===== src/rtl/comparator_seq_nbit.sv =====
// comparator_seq_nbit: iterative magnitude comparator, MSB slice first, SLICE bits per clock,
// unsigned or two's-complement, with start/busy/done handshake and registered one-hot result.
module comparator_seq_nbit #(
    parameter int WIDTH = 8,
    parameter int SLICE = 2
) (
    input  logic             clk,
    input  logic             rst_n,
    input  logic             start,
    input  logic             sgn,
    input  logic [WIDTH-1:0] A,
    input  logic [WIDTH-1:0] B,
    output logic             busy,
    output logic             done,
    output logic             AeB,
    output logic             AgB,
    output logic             AlB
);
    localparam int NS = WIDTH / SLICE;
    localparam int IW = (NS > 1) ? $clog2(NS) : 1;

    typedef enum logic {IDLE, CMP} state_t;

    state_t           state_q, state_d;
    logic [WIDTH-1:0] a_q, a_d, b_q, b_d;
    logic [IW-1:0]    idx_q, idx_d;
    logic             done_q, done_d;
    logic [2:0]       res_q, res_d;
    logic [WIDTH-1:0] msb;
    logic [SLICE-1:0] sa, sb;

    // Flipping the sign bit maps two's-complement order onto unsigned order.
    assign msb = {sgn, {(WIDTH-1){1'b0}}};
    assign sa  = a_q[idx_q*SLICE +: SLICE];
    assign sb  = b_q[idx_q*SLICE +: SLICE];

    always_comb begin
        state_d = state_q;
        a_d     = a_q;
        b_d     = b_q;
        idx_d   = idx_q;
        done_d  = 1'b0;
        res_d   = res_q;
        if (state_q == IDLE) begin
            if (start) begin
                a_d     = A ^ msb;
                b_d     = B ^ msb;
                idx_d   = IW'(NS - 1);
                state_d = CMP;
            end
        end else if (sa != sb) begin
            res_d   = (sa > sb) ? 3'b010 : 3'b001;
            done_d  = 1'b1;
            state_d = IDLE;
        end else if (idx_q == '0) begin
            res_d   = 3'b100;
            done_d  = 1'b1;
            state_d = IDLE;
        end else begin
            idx_d = idx_q - IW'(1);
        end
    end

    always_ff @(posedge clk or negedge rst_n) begin
        if (!rst_n) begin
            state_q <= IDLE;
            a_q     <= '0;
            b_q     <= '0;
            idx_q   <= '0;
            done_q  <= 1'b0;
            res_q   <= '0;
        end else begin
            state_q <= state_d;
            a_q     <= a_d;
            b_q     <= b_d;
            idx_q   <= idx_d;
            done_q  <= done_d;
            res_q   <= res_d;
        end
    end

    assign busy = (state_q == CMP);
    assign done = done_q;
    assign {AeB, AgB, AlB} = res_q;
endmodule


===== config.mk =====
export PLATFORM = sky130hd
export DESIGN_NAME = comparator_seq_nbit
export DESIGN_NICKNAME = d
export VERILOG_FILES = /design/src/rtl/comparator_seq_nbit.sv
export SDC_FILE = /design/constraint.sdc
export NUM_CORES = 1
export LEC_CHECK = 0
export ABC_CLOCK_PERIOD_IN_PS = 2700
export BUFFER_PORTS_ARGS = -buffer_cell sky130_fd_sc_hd__buf_2
export CAP_MARGIN = 20
export CORE_MARGIN = 1.5
export CORE_UTILIZATION = 45
export CTS_CLUSTER_DIAMETER = 60
export CTS_CLUSTER_SIZE = 25
export DETAILED_ROUTE_END_ITERATION = 6
export PLACE_DENSITY_LB_ADDON = 0.2
export SYNTH_ARGS = -nofsm -noshare
export SYNTH_HDL_FRONTEND = slang
export SYNTH_SLANG_ARGS = --single-unit

===== constraint.sdc =====
create_clock -name clk -period 2.7 [get_ports clk]
set_clock_uncertainty 0.2 [all_clocks]
set_input_delay 0.81 -clock clk [delete_from_list [all_inputs] [get_ports clk]]
set_output_delay 0.81 -clock clk [all_outputs]
set_load 0.05 [all_outputs]

* Word-level counts from Yosys, hierarchy flattened
Cells that the tools add are included.
Word-level totals: input bits 20, word-level logic and storage cells 36, output and inout port bits 5, register bits after elaboration 23
Operators by class: magnitude comparators 1, reduce and logical (&&, ||, !) cells 6, shift operators 2, multiplexer cells 14, eq/ne operators 3, add/subtract/negate cells 1, bitwise gates (word level) 3
Operators with widths (number):
- 8-bit by 4-bit variable part select with 2-bit output | 2
- 8-bit bitwise XOR | 2
- 2-bit 2-to-1 mux | 5
- 1-bit 2-to-1 mux | 7
- 3-bit 2-to-1 mux | 2
- 2-bit != test, second input constant | 2
- 2-bit AND reduction | 2
- 2-bit nonzero test | 2
- 3-bit AND reduction | 1
- 2-bit greater-than comparator | 1
- 2-bit logical NOT | 1
- 2-bit != test | 1
- 2-bit by 1-bit subtractor with 2-bit output, second input constant | 1
- 1-bit NOT | 1

* Longest topological paths before layout
depth in word-level cells 4, mapped depth 7, mapped depth without buffers 6

* Worst setup path after synthesis
Ideal clock, no wire load.
path type register to register, start register idx_q[0], end register idx_q[1], data required time 2.378 ns, clock period less this slack 2.201 ns, arrival 1.880 ns, slack 0.499 ns, path buffers 1, cell stages (with the launch flop) 7, library setup time 0.122 ns, cell sequence dfrtp_1 > buf_2 > mux4_2 > ha_1 > and4b_1 > or2_4 > a2bb2oi_2
Between the ends: longest elaborated chain between the ends 4, elaborated cells on any way between the ends 11, those cells by class add/sub (1); eq/ne (3); shift (2); mux (3); reduce/logical (2)
RTL lines:
- start, declared | line 26 | logic [IW-1:0] idx_q, idx_d;
- start signal, assigned | line 76 | idx_q <= idx_d;
- 8-bit by 4-bit variable part select with 2-bit output, or another cell as far along | line 34 | assign sa = a_q[idx_q*SLICE +: SLICE];
- 2-bit != test / 2-bit 2-to-1 mux (equally long branches) | line 51, 55
- 2-bit != test (no source line) / 2-bit 2-to-1 mux (equally long branches)
- 3-bit AND reduction (no source line) / 2-bit 2-to-1 mux (equally long branches)
Parallel ways exist; a longest one is shown, timed or not. The select of a mux whose other input is x is not followed. A chain may end at the register's enable or synchronous reset.

* Final worst setup path
Ends and elaborated chain as after synthesis.

==> run metrics <==
status=complete, no violations; grt ovf=0; Layout Nets=123; WP data arrival=2.35 ns; Distinct cells, synth=20; Critical Path Start Type=flip-flop; RSZ-0062 raised after global routing=false; Placer Congestion=0.746; Detailed Place HPWL=1210 µm; Worst path max stage delay=0.55 ns; Total GRT Usage=0.148; Initial Utilization=0.475; Remaining DRCs=0; Post-Syn Nets=96; maximum fanout along the worst path=7; Syn Std Cell Area=1040 µm²; critical-path cell list=mux4_2, ha_1, and4b_1, or2_4, a2bb2oi_2; r2r setup slk=0.36 ns; Clk Latency, worst-skew pair=a little over 0.3 ns; Worst-Margin Slew=0.494 ns; Iteration-0 DRC Markers=5; final wirelength=between 1500 and 2000 µm; MaxCap Viol Count=0; first-pass GRT wire length=2790 µm; I/O pin count=25; Peak Freq=approximately 430 MHz; H-tree depth=1; CTS Sinks=23; Via density=approximately 5.1; CP Class=flip-flop to flip-flop; final setup vio count=0; Synth area leader=dfrtp_1; Worst IR Drop VDD=around 0.00053 V; endpoint type of the worst setup path=flip-flop; post-CTS resize count=0; Post-Syn Instances=73; Max Buffers Root-to-Sink=2; Worst Path Required=between 2 and 3 ns; Buf/Inv on CP=0; TritonRoute pass-1 iters=4; Clock transition at path regs=around 0.12 ns; DR WL/cell=12.6 µm; Die ar.=2610 µm²; relative slew slack=0.671; largest net degree at the start of global routing=24; initial antenna violation count=0; #FFs+latches synth=23; CORE AREA=2190 µm²; top post-synthesis cells by area=dfrtp_1 (55%), mux2_2 (15%), mux4_2 (8.7%); TritonCTS buffer count=3; setup bufs post-CTS=0; worst min path class=input port to async pin; Syn Area/Cell=14.3 µm²; setup tns final=0 ns; fin. max-slew vios=0; Seq/Total Area, Yosys=0.553; ant diodes=0; num rows=17; fin crit share=0.865; PD cells=1180 nW/µm²; CTS tree=done; Synth top area share=0.553; die width=51.1 µm; root buf cell=clkbuf_4; Synth-to-Final Area Change=15.9%; chip height=51.1 µm; leakage power=0.578 nW; I/O Buffers=24; Synthesis Warnings=0; via count=642; # fillers=roughly 190; Post-CTS Hold Fix Bufs=0; Fin. Hold Viols=0; Final min period=2.34 ns; layout cells sized above 1=0.495; remaining antenna violation count=0; Final Core Density=0.551; slowest cell on the critical path=dfrtp_1; vias in the first global route=662; delay-heaviest family, CP=flip-flops
-- registers in the layout, indices dropped and copies added (netlist names) --
signal / count
b_q: 8
busy: 1
done: 1
a_q: 8
res_q: 3
idx_q: 2
-- kinds of logic after synthesis --
logic type                 share of synthesized area
AOI/OAI and AO/OA                             0.0661
xor gates and xnor gates                      0.0168
adders and majority gates                     0.0361
buffers and inverters                         0.0445
DFF                                            0.553
muxes                                          0.238
and+or+nand+nor                               0.0457
-- final timing paths --
kind | startpoint | cells after the start | end
min in group clk | res_q[1] | 1 | res_q[1]
min reg2reg | res_q[1] | 1 | res_q[1]
max in group asynchronous | rst_n | 1 | b_q[7]
max | idx_q[0] | 5 | idx_q[1]
max reg2reg | idx_q[0] | 5 | idx_q[1]
min | rst_n | 1 | idx_q[0]
-- placed cells by master, fill, tap and decap left out, drive strengths merged --
cell / Yosys / layout
a32o: 1 / 1
nor3: 1 / 1
nor2: 2 / 2
nor2b: 1 / 1
and4b: 1 / 1
o21ai: 1 / 1
o2bb2ai: 1 / 1
inv: 6 / 6
buf: 3 / 25
mux4: 4 / 4
a21oi: 6 / 6
or2: 1 / 1
xnor2: 2 / 2
mux2: 14 / 14
a2bb2oi: 1 / 1
nand2: 2 / 2
ha: 3 / 3
clkbuf: 0 / 4
dfrtp: 23 / 23
-- cells in the mapped netlist --
cell	count
buf_4	1
and4b_1	1
mux2_2	14
o2bb2ai_1	1
buf_2	1
dfrtp_1	23
nor2_1	2
xnor2_1	2
a21oi_1	6
a2bb2oi_2	1
inv_1	6
o21ai_0	1
ha_1	3
nand2_1	2
or2_4	1
mux4_2	4
nor3_1	1
a32o_1	1
nor2b_2	1
buf_6	1
-- layer usage --
metal  share of wire  vias to the layer above  global-route usage
met5               0                        -                   0
met4           0.018                        0              0.0811
met3           0.050                        3              0.0351
met2            0.46                       17               0.229
met1            0.47                      308               0.191
li1                -                      314                   -
-- power breakdown --
group / internal, mW / switching, mW / total [mW]
Sequential: 0.500 / 0.105 / 0.605
Clock: 0.0577 / 0.0990 / 0.157
Combinational: 0.325 / 0.342 / 0.667
Total: 0.883 / 0.546 / 1.43
-- per-stage QoR --
stage / instance area (µm²) / total power, mW / hold WS, ns / worst slack [ns] / std cells
5_1_grt: 1210 / 1.56 / 0.250 / 0.245 / 127
3_5_place_dp: 1180 / 1.29 / 0.279 / 0.371 / 123
4_1_cts: 1210 / 1.45 / 0.257 / 0.358 / 127
2_1_floorplan: 1040 / 1.15 / 0.275 / 0.499 / 73
6_report: 1210 / 1.43 / 0.246 / 0.365 / 127
3_3_place_gp: 1180 / 1.27 / 0.275 / 0.411 / 123
-- cell type report --
cell class | count | area (µm²) | share of cell area
inverter | 6 | 22.5 | 0.0187
sequential | 23 | 576 | 0.477
multi-input combinational | 41 | 419 | 0.348
tap | 28 | 35.0 | 0.0290
timing repair buffer | 25 | 128 | 0.106
clock buffer | 4 | 26.3 | 0.0218
No activity file was read; power rests on OpenSTA's default activity.
